### config.mk
export PLATFORM = sky130hd
export DESIGN_NAME = mul_seq_ctrl_flat
export DESIGN_NICKNAME = d
export VERILOG_FILES = /design/src/rtl/mul_seq_ctrl_if.sv /design/src/rtl/mul_seq_ctrl.sv /design/src/flat_wrapper.sv
export SDC_FILE = /design/constraint.sdc
export NUM_CORES = 1
export LEC_CHECK = 0
export ABC_AREA = 0
export CAP_MARGIN = 30
export CELL_PAD_IN_SITES_DETAIL_PLACEMENT = 0
export CELL_PAD_IN_SITES_GLOBAL_PLACEMENT = 1
export CORE_ASPECT_RATIO = 0.5
export CORE_MARGIN = 2
export CORE_UTILIZATION = 30
export DETAILED_ROUTE_END_ITERATION = 10
export GPL_TIMING_DRIVEN = 0
export PLACE_DENSITY = 0.8
export SYNTH_ARGS = -nofsm -noshare
export SYNTH_HDL_FRONTEND = slang
export SYNTH_SLANG_ARGS = --single-unit
### constraint.sdc
create_clock -name Clk -period 2.54 [get_ports Clk]
set_input_delay 0.762 -clock Clk [delete_from_list [all_inputs] [get_ports Clk]]
set_output_delay 0.762 -clock Clk [all_outputs]
set_load 0.1 [all_outputs]
### src/rtl/mul_seq_ctrl_if.sv
// Request/response/multiplier bundle for the multiply request sequencer.
//
// Handshake semantics (both Req and Resp ports): a transfer happens on a
// rising Clk edge where Valid and Ready are both 1. The producer keeps Valid
// and its payload stable until the transfer; the consumer may drive Ready
// freely. Req_Ready here additionally depends on the multiplier being idle.
interface mul_seq_ctrl_if;
    logic        Req_Valid;
    logic        Req_Ready;
    logic [15:0] Req_A;
    logic [15:0] Req_B;
    logic        Req_Signed;
    logic        Resp_Valid;
    logic        Resp_Ready;
    logic [31:0] Resp_Produto;
    logic        Resp_Err;
    logic [15:0] Mul_Multiplicando;
    logic [15:0] Mul_Multiplicador;
    logic        Mul_St;
    logic        Mul_Done;
    logic        Mul_Idle;
    logic [31:0] Mul_Produto;

    // Sequencer side.
    modport slave (
        input  Req_Valid, Req_A, Req_B, Req_Signed, Resp_Ready,
               Mul_Done, Mul_Idle, Mul_Produto,
        output Req_Ready, Resp_Valid, Resp_Produto, Resp_Err,
               Mul_Multiplicando, Mul_Multiplicador, Mul_St
    );

    // Core + multiplier side (drives requests, consumes responses).
    modport master (
        output Req_Valid, Req_A, Req_B, Req_Signed, Resp_Ready,
               Mul_Done, Mul_Idle, Mul_Produto,
        input  Req_Ready, Resp_Valid, Resp_Produto, Resp_Err,
               Mul_Multiplicando, Mul_Multiplicador, Mul_St
    );
endinterface

### src/rtl/mul_seq_ctrl.sv
// Sequencer in front of the 16x16 shift-add multiplier: takes one request,
// feeds operand magnitudes to the multiplier, restores the sign of the
// product and returns it, with a zero shortcut and a WAIT timeout.
module mul_seq_ctrl #(
    parameter int TIMEOUT = 64
) (
    input  logic           Clk,
    input  logic           Rst,
    mul_seq_ctrl_if.slave  bus,
    output logic [1:0]     dbg_state_o
);

    localparam int CW = $clog2(TIMEOUT);

    typedef enum logic [1:0] {
        S_IDLE  = 2'd0,
        S_START = 2'd1,
        S_WAIT  = 2'd2,
        S_RESP  = 2'd3
    } state_t;

    state_t        state_q;
    logic [CW-1:0] cnt_q;
    logic          neg_q;
    logic [15:0]   opa_q;
    logic [15:0]   opb_q;
    logic          st_q;
    logic          resp_valid_q;
    logic [31:0]   resp_prod_q;
    logic          resp_err_q;

    logic [15:0]   mag_a;
    logic [15:0]   mag_b;
    logic          neg;
    logic          zero;
    logic          accept;
    logic [31:0]   prod_fix;

    // Operand magnitudes, sign and zero detection for the incoming request.
    always_comb begin
        mag_a    = (bus.Req_Signed && bus.Req_A[15]) ? 16'(~bus.Req_A + 16'd1) : bus.Req_A;
        mag_b    = (bus.Req_Signed && bus.Req_B[15]) ? 16'(~bus.Req_B + 16'd1) : bus.Req_B;
        neg      = bus.Req_Signed && (bus.Req_A[15] ^ bus.Req_B[15]);
        zero     = (bus.Req_A == 16'd0) || (bus.Req_B == 16'd0);
        accept   = bus.Req_Valid && bus.Req_Ready;
        prod_fix = neg_q ? 32'(~bus.Mul_Produto + 32'd1) : bus.Mul_Produto;
    end

    // Ready only while idle with an idle multiplier; never during reset.
    assign bus.Req_Ready         = (state_q == S_IDLE) && bus.Mul_Idle && !Rst;
    assign bus.Resp_Valid        = resp_valid_q;
    assign bus.Resp_Produto      = resp_prod_q;
    assign bus.Resp_Err          = resp_err_q;
    assign bus.Mul_Multiplicando = opa_q;
    assign bus.Mul_Multiplicador = opb_q;
    assign bus.Mul_St            = st_q;
    assign dbg_state_o           = state_q;

    // Sequencer FSM with registered outputs.
    always_ff @(posedge Clk) begin
        if (Rst) begin
            state_q      <= S_IDLE;
            cnt_q        <= '0;
            neg_q        <= 1'b0;
            opa_q        <= 16'd0;
            opb_q        <= 16'd0;
            st_q         <= 1'b0;
            resp_valid_q <= 1'b0;
            resp_prod_q  <= 32'd0;
            resp_err_q   <= 1'b0;
        end else begin
            case (state_q)
                S_IDLE: begin
                    st_q <= 1'b0;
                    if (accept) begin
                        neg_q <= neg;
                        if (zero) begin
                            // Zero operand: answer directly, multiplier untouched.
                            resp_prod_q  <= 32'd0;
                            resp_err_q   <= 1'b0;
                            resp_valid_q <= 1'b1;
                            state_q      <= S_RESP;
                        end else begin
                            opa_q   <= mag_a;
                            opb_q   <= mag_b;
                            st_q    <= 1'b1;
                            state_q <= S_START;
                        end
                    end
                end
                S_START: begin
                    st_q    <= 1'b0;
                    cnt_q   <= '0;
                    state_q <= S_WAIT;
                end
                S_WAIT: begin
                    if (bus.Mul_Done) begin
                        resp_prod_q  <= prod_fix;
                        resp_err_q   <= 1'b0;
                        resp_valid_q <= 1'b1;
                        state_q      <= S_RESP;
                    end else if (cnt_q == CW'(TIMEOUT - 1)) begin
                        resp_prod_q  <= 32'd0;
                        resp_err_q   <= 1'b1;
                        resp_valid_q <= 1'b1;
                        state_q      <= S_RESP;
                    end else begin
                        cnt_q <= cnt_q + 1'b1;
                    end
                end
                S_RESP: begin
                    if (bus.Resp_Ready) begin
                        resp_valid_q <= 1'b0;
                        state_q      <= S_IDLE;
                    end
                end
                default: state_q <= S_IDLE;
            endcase
        end
    end

endmodule
### src/flat_wrapper.sv
// flat-port wrapper written by rule: the top's interface ports become plain ports
module mul_seq_ctrl_flat 
#(
    parameter int TIMEOUT = 64
)
  (Clk, Rst, dbg_state_o, bus_Req_Valid, bus_Req_A, bus_Req_B, bus_Req_Signed, bus_Resp_Ready, bus_Mul_Done, bus_Mul_Idle, bus_Mul_Produto, bus_Req_Ready, bus_Resp_Valid, bus_Resp_Produto, bus_Resp_Err, bus_Mul_Multiplicando, bus_Mul_Multiplicador, bus_Mul_St);
  mul_seq_ctrl_if bus_i ();
  input  logic Clk;
  input  logic Rst;
  output logic [1:0] dbg_state_o;
  input wire logic [$bits(bus_i.Req_Valid)-1:0] bus_Req_Valid;
  input wire logic [$bits(bus_i.Req_A)-1:0] bus_Req_A;
  input wire logic [$bits(bus_i.Req_B)-1:0] bus_Req_B;
  input wire logic [$bits(bus_i.Req_Signed)-1:0] bus_Req_Signed;
  input wire logic [$bits(bus_i.Resp_Ready)-1:0] bus_Resp_Ready;
  input wire logic [$bits(bus_i.Mul_Done)-1:0] bus_Mul_Done;
  input wire logic [$bits(bus_i.Mul_Idle)-1:0] bus_Mul_Idle;
  input wire logic [$bits(bus_i.Mul_Produto)-1:0] bus_Mul_Produto;
  output wire logic [$bits(bus_i.Req_Ready)-1:0] bus_Req_Ready;
  output wire logic [$bits(bus_i.Resp_Valid)-1:0] bus_Resp_Valid;
  output wire logic [$bits(bus_i.Resp_Produto)-1:0] bus_Resp_Produto;
  output wire logic [$bits(bus_i.Resp_Err)-1:0] bus_Resp_Err;
  output wire logic [$bits(bus_i.Mul_Multiplicando)-1:0] bus_Mul_Multiplicando;
  output wire logic [$bits(bus_i.Mul_Multiplicador)-1:0] bus_Mul_Multiplicador;
  output wire logic [$bits(bus_i.Mul_St)-1:0] bus_Mul_St;
  assign bus_i.Req_Valid = bus_Req_Valid;
  assign bus_i.Req_A = bus_Req_A;
  assign bus_i.Req_B = bus_Req_B;
  assign bus_i.Req_Signed = bus_Req_Signed;
  assign bus_i.Resp_Ready = bus_Resp_Ready;
  assign bus_i.Mul_Done = bus_Mul_Done;
  assign bus_i.Mul_Idle = bus_Mul_Idle;
  assign bus_i.Mul_Produto = bus_Mul_Produto;
  assign bus_Req_Ready = bus_i.Req_Ready;
  assign bus_Resp_Valid = bus_i.Resp_Valid;
  assign bus_Resp_Produto = bus_i.Resp_Produto;
  assign bus_Resp_Err = bus_i.Resp_Err;
  assign bus_Mul_Multiplicando = bus_i.Mul_Multiplicando;
  assign bus_Mul_Multiplicador = bus_i.Mul_Multiplicador;
  assign bus_Mul_St = bus_i.Mul_St;
  mul_seq_ctrl #(.TIMEOUT(TIMEOUT)) u_core (.Clk(Clk), .Rst(Rst), .bus(bus_i), .dbg_state_o(dbg_state_o));
endmodule
==> out/metrics.yaml, run 1 <==
run_status:
  status: "finished with violations"
  failed_checks: "negative setup slack"
cts:
  cts_tree: "built"
  cts-root-buf: "sky130_fd_sc_hd__clkbuf_16"
  cts.sink_count: 76
  cts.path.max_buffers: 2
  worst_skew_pair.late_latency_ns: 0.33
  cts.hold.buffers_added: 0
  ctsHtreeMaxLevel: 3
  cts_made_buffers: 9
  clk_pin_slew_worst_paths_ns: 0.06
drt:
  remaining_drc_errors: 0
  drt-pass1-iter-count: 4
  drt_iter0_drc: 176
  post_drt_wl_per_cell_um: 16.4
  antenna_left: 0
  wl_mm: 14.6
  via_per_inst: 5.12
  vias: 4557
worst_setup_path:
  worst-setup-path-type: "primary input to flip-flop"
  worst_path_max_delay_cell: "sky130_fd_sc_hd__or4_4"
  arrival_time_of_data_at_the_critical_path_endpoint_ns: 2.79
  delay_contributed_by_the_slowest_stage_of_the_critical_path_ns: 0.53
  worst-endpoint-required_ns: 2.79
  cpMostUsedCell: "sky130_fd_sc_hd__buf_6"
  cell_by_cell_trace_of_the_critical_path: "buf_6 > or4_4 > or2_4 > o31a_1 > buf_6 > or3_1 > o31ai_1"
  startpoint_type: "primary input"
  type_of_destination_of_the_critical_path: "flip-flop"
  critPathMaxFanout: 5
die:
  fp.coreArea_um2: 13700
  die_width_um: 172
  fp.dieH_um: 87.9
  num_io_pins: 141
  rows: 30
  die_outline_area_um2: 15100
  start_util_pct: 30.9
power_and_ir_drop:
  totalPowerFinal_mw: 4.38
  power.combinational.fraction_pct: 40.5
  peakVddDrop_uv: 425
  cellInternalPower_mw: 2.59
  sequentialPowerShare_pct: 30.3
  power.clock.fraction_pct: 29.3
  swShare_pct: 40.8
  p_switching_mw: 1.79
  power.leakage_nw: 2.72
  power_density_nw_per_um2: 652
placement:
  port_buffers: 140
  globalplace.congestion: 0.888
  dpl_worst_slack_ns: -1.07
  hpwl_after_detailed_placement_mm: 10.6
  dp.cells: 848
synth:
  netlist_top_cells_area: "sky130_fd_sc_hd__dfxtp_1, sky130_fd_sc_hd__xor2_1, sky130_fd_sc_hd__xnor2_1"
  asyncSetResetFlopFracSynth_pct: 0
  yosys.area.top_type: "sky130_fd_sc_hd__dfxtp_1"
  syn-cell-area_um2: 4230
  synth_most_common_cell: "sky130_fd_sc_hd__dfxtp_1"
  synth_top_cell_area_share_pct: 36.0
  post_synth_edffs: 0
  synthesis.yosys.warnings: 0
  synth.avg_cell_area_um2: 8.19
  ys_seq_elements: 76
  syn_nets: 595
  netlist_instances: 516
  synth_top_cells_by_count: "sky130_fd_sc_hd__dfxtp_1, sky130_fd_sc_hd__nor2_1, sky130_fd_sc_hd__xor2_1"
  synth.lib_cells_used.distinct: 49
  ys_dominant_reg_cell: "sky130_fd_sc_hd__dfxtp_1"
  synth-seq-area-share_pct: 36.0
sta:
  final.period_utilization_pct: 100
  fin_tns_setup_ns: -0.000516
  setup_slack_ns: -0.000516
  rsz0062_at_grt: "true"
  fin_crit_ns: 2.54
  fin_skew_ns: 0.00509
  actual_slew_at_the_worst_max_slew_pin_ns: 1.01
  clock.fmax_mhz: 394
  timing.final.max_slew_violations: 0
  timing.final.hold_violations: 0
  timing.slew.headroom_pct: 32.9
  setup_viol_count_final: 1
layout:
  insertedDiodeCount: 0
  drive_above_1_share_pct: 15.6
  area.growth.synth_to_final_pct: 59.0
  fin_nets: 773
  final_core_utilization_pct: 49.2
  nFillCells: 1347
  stdcell_count: 890
min_path:
  hold_path.class: "flip-flop to flip-flop"
grt:
  grt.overflow.total: 0
  grt_first_pass_wirelength_mm: 22.5
  grt_pass1_vias: 4306
  initial_antenna_violation_count: 0
  all_layer_global_routing_usage_pct: 19.0
  grt_start_max_net_pins: 13
job:
  maxCapViolCount: 0
## cells by family after synthesis
kind of cell               Yosys count  synth area share (%)
muxes                                2                 0.474
DFF                                 76                  36.0
adders and majority gates            8                  2.37
AOI/OAI and AO/OA                  154                  24.8
xor gates and xnor gates            60                  12.4
and+or+nand+nor                    160                  18.7
buffers and inverters               56                  5.18
## cells in the final DEF, fill, tap and decap left out, drive strengths merged, types with 15 or more instances in the layout
cell / instances
xnor2: 23
a21oi: 32
xor2: 37
nand2: 33
dfxtp: 76
buf: 37
o21ai: 37
a211oi: 19
dlymetal6s2s: 20
clkbuf: 36
o31ai: 15
dlygate4sd2: 73
clkdlybuf4s50: 40
inv: 26
nor2: 49
o32ai: 18
## through the flow
| step | hold WS [ns] | cell area (µm²) |
|---|---|---|
| 6_report | 0.468 | 6720 |
| 5_1_grt | 0.491 | 6720 |
| 4_1_cts | 0.473 | 6520 |
| 3_5_place_dp | 0.467 | 5890 |
| 3_3_place_gp | 0.462 | 5890 |
| 2_1_floorplan | 0.454 | 4250 |
## critical path: cells and delay by family
kind,cells,cell delay (ns)
buf+inv,2,0.26
compound gates,2,0.59
simple gates,3,1.18
## power by group through the flow
stage | Combinational, mW | Clock [mW] | Sequential, mW
after floorplan | 0.553 | 0 | 1.92
after global placement | 1.61 | 0 | 1.35
after detailed placement | 1.61 | 0 | 1.36
after CTS | 1.71 | 1.30 | 1.33
after global routing | 1.88 | 1.35 | 1.34
final | 1.77 | 1.28 | 1.32
## final cells by class
cell class / count / area (µm²) / share of cell area, %
clock inverter: 5 / 52.6 / 0.782
inverter: 26 / 97.6 / 1.45
buffer: 28 / 163 / 2.42
timing repair buffer: 168 / 1560 / 23.3
sequential: 76 / 1520 / 22.7
multi-input combinational: 385 / 2840 / 42.3
clock buffer: 10 / 239 / 3.56
tap: 192 / 240 / 3.58
## final timing paths
check | startpoint | endpoint | slack [ns] | cells past startpoint
worst max-delay path | bus_Req_A[12] | u_core.bus.Resp_Valid$_SDFFE_PP0P_ | -0.0005 | 7
worst min-delay path | u_core.bus.Resp_Produto[28]$_SDFFE_PP0P_ | u_core.bus.Resp_Produto[28]$_SDFFE_PP0P_ | 0.47 | 2
worst max register to register | u_core.dbg_state_o[0]$_SDFFE_PP0P_ | u_core.bus.Resp_Produto[15]$_SDFFE_PP0P_ | 0.33 | 8
worst min register to register | u_core.bus.Resp_Produto[28]$_SDFFE_PP0P_ | u_core.bus.Resp_Produto[28]$_SDFFE_PP0P_ | 0.47 | 2
## sequential cells by signal, summed over array words and instances (netlist names)
name / count
u_core.bus.Resp_Valid: 1
u_core.bus.Mul_Multiplicador: 16
u_core.neg_q: 1
u_core.bus.Mul_Multiplicando: 16
u_core.bus.Mul_St: 1
u_core.bus.Resp_Err: 1
u_core.bus.Resp_Produto: 32
u_core.dbg_state_o: 2
u_core.cnt_q: 6
## layer usage
layer | track usage, % | wire [µm]
met5 | 0 | 0
met3 | 3.12 | 542
met4 | 5.58 | 223
met2 | 32.4 | 7000
met1 | 25.0 | 6850
## timing repair
item | 4_1_cts | 5_1_grt
setup buffers | 16 | 10
pin swaps | 11 | 19
resized for setup | 153 | 52
endpoints found under the setup margin | 138 | 65
gates cloned | 3 | 0
Power figures use the tool's default switching activity.
==> run 2: changes to the inputs <==
--- a/config.mk
+++ b/config.mk
@@ -15,6 +15,7 @@
 export DETAILED_ROUTE_END_ITERATION = 10
 export GPL_TIMING_DRIVEN = 0
 export PLACE_DENSITY = 0.8
+export REMOVE_ABC_BUFFERS = 1
 export SYNTH_ARGS = -nofsm -noshare
 export SYNTH_HDL_FRONTEND = slang
 export SYNTH_SLANG_ARGS = --single-unit
==> run 2 against run 1 <==
Net effect:
- the flow now finishes without violations
- count of clock-buffer cells in the layout up 5
- combinational power increased by 5%
- sequential share of layout area down 0.22 points
- setup slack improved by 0.034 ns
- critical path depth shrank 1
- critical endpoint is now u_core.bus.Resp_Produto[24]$_SDFFE_PP0P_
- routed wire length grew 1.9%
- die area unchanged
- register-to-register slack worse by 0.12 ns
- power rose by 2.5%
- clock power hardly changed
==> out/metrics.yaml, run 2 (synthesis results as in run 1) <==
run_status:
  status: "complete, no violations"
min_path:
  hold_path.class: "flip-flop to flip-flop"
sta:
  timing.slew.headroom_pct: 32.1
  timing.final.max_slew_violations: 0
  final.period_utilization_pct: 98.7
  actual_slew_at_the_worst_max_slew_pin_ns: 1.02
  fin_crit_ns: 2.51
  timing.final.hold_violations: 0
  rsz0062_at_grt: "true"
  fin_tns_setup_ns: 0
  clock.fmax_mhz: 399
  fin_skew_ns: 0.00558
  setup_viol_count_final: 0
  final.hold.worst_slack_ns: 0.469
worst_setup_path:
  worst_path_max_delay_cell: "sky130_fd_sc_hd__clkdlybuf4s50_1"
  type_of_destination_of_the_critical_path: "flip-flop"
  critPathMaxFanout: 6
  cell_by_cell_trace_of_the_critical_path: "clkdlybuf4s50_1 > nor4_4 > nand4_1 > o41ai_1 > xor2_1 > o32ai_1"
  startpoint_type: "primary input"
  worst-endpoint-required_ns: 2.76
  delay_contributed_by_the_slowest_stage_of_the_critical_path_ns: 0.56
  worst-setup-path-type: "primary input to flip-flop"
  arrival_time_of_data_at_the_critical_path_endpoint_ns: 2.72
layout:
  final_core_utilization_pct: 49.6
  area.growth.synth_to_final_pct: 60.3
  insertedDiodeCount: 0
  most_frequent_cells_in_the_layout: "sky130_fd_sc_hd__dfxtp_1, sky130_fd_sc_hd__dlygate4sd2_1, sky130_fd_sc_hd__clkdlybuf4s50_1, sky130_fd_sc_hd__nor2_1, sky130_fd_sc_hd__xor2_1"
  multi_input_gate_area_in_the_final_layout_um2: 2910
  nFillCells: 1355
  drive_above_1_share_pct: 14.5
  fin_nets: 751
  finalInstanceArea_um2: 6780
  largest_register_ffs: 32
  area.sequential_um2: 1520
  layout.cells.most_common: "sky130_fd_sc_hd__dfxtp_1"
cts:
  cts_tree: "built"
  worst_skew_pair.late_latency_ns: 0.34
  cts.hold.buffers_added: 0
  ctsHtreeMaxLevel: 3
  cts.path.max_buffers: 2
  cts-root-buf: "sky130_fd_sc_hd__clkbuf_16"
  clk_pin_slew_worst_paths_ns: 0.06
  cts.sink_count: 76
  cts_made_buffers: 9
die:
  rows: 30
  fp.dieH_um: 87.9
  num_io_pins: 141
  die_outline_area_um2: 15100
  fp.coreArea_um2: 13700
  start_util_pct: 30.9
  die_width_um: 172
drt:
  drt-pass1-iter-count: 4
  antenna_left: 0
  drt_iter0_drc: 221
  via_per_inst: 5.14
  vias: 4469
  post_drt_wl_per_cell_um: 17.1
  remaining_drc_errors: 0
  wl_mm: 14.9
grt:
  grt.overflow.total: 0
  all_layer_global_routing_usage_pct: 19.1
  grt_pass1_vias: 4273
  initial_antenna_violation_count: 0
  grt_start_max_net_pins: 38
  grt_first_pass_wirelength_mm: 22.5
placement:
  hpwl_after_detailed_placement_mm: 9.69
  globalplace.congestion: 0.781
  placedInstanceArea_um2: 5800
  port_buffers: 140
power_and_ir_drop:
  totalPowerFinal_mw: 4.49
  peakVddDrop_uv: 298
  power.leakage_nw: 2.67
  power_density_nw_per_um2: 662
job:
  maxCapViolCount: 0
[run 2: critical path, delay by kind of cell]
family          cells  cell delay [ns]
compound gates      2             0.48
xor+xnor            1             0.18
buf+inv             1             0.56
simple gates        2             0.74
[run 2: final cells by class]
type,instances,share of cell area (%)
clock buffer,15,3.95
inverter,26,1.50
timing repair inverter,1,0.0739
timing repair buffer,172,25.1
tap,192,3.55
sequential,76,22.5
clock inverter,1,0.443
multi-input combinational,386,42.9
[run 2: layer usage]
metal / global-route usage (%) / vias up / wire (µm)
li1: - / 2224 / -
met2: 32.1 / 87 / 7220
met5: 0 / - / 0
met1: 25.7 / 2151 / 7050
met4: 3.90 / 0 / 86
met3: 3.66 / 7 / 536
[run 2: repair_timing]
item,4_1_cts,5_1_grt
setup buffers,19,5
hold endpoints to repair,0,0
setup endpoints to repair,138,56
pin swaps,13,13
cloned,3,4
resized for setup,129,47
[run 2: through the flow]
step	setup WS, ns	std cells
after floorplan	-0.555	486
after global placement	-3.70	818
after detailed placement	-1.41	822
after CTS	0.00712	860
after global routing	-0.0600	869
final	0.0338	869
[run 2: final timing paths]
check                                          start  cells after the start                                        to  slack, ns
max                              bus_Mul_Produto[16]                      6  u_core.bus.Resp_Produto[24]$_SDFFE_PP0P_       0.03
min          u_core.bus.Resp_Produto[1]$_SDFFE_PP0P_                      2   u_core.bus.Resp_Produto[1]$_SDFFE_PP0P_       0.47
max reg2reg       u_core.dbg_state_o[0]$_SDFFE_PP0P_                      8  u_core.bus.Resp_Produto[13]$_SDFFE_PP0P_       0.21
min reg2reg  u_core.bus.Resp_Produto[1]$_SDFFE_PP0P_                      2   u_core.bus.Resp_Produto[1]$_SDFFE_PP0P_       0.47
[run 2: power by group]
| part | internal, mW | switching, mW | total [mW] |
|---|---|---|---|
| Clock | 0.817 | 0.497 | 1.31 |
| Sequential | 1.28 | 0.0536 | 1.33 |
| Combinational | 0.575 | 1.27 | 1.85 |
| Total | 2.67 | 1.82 | 4.49 |
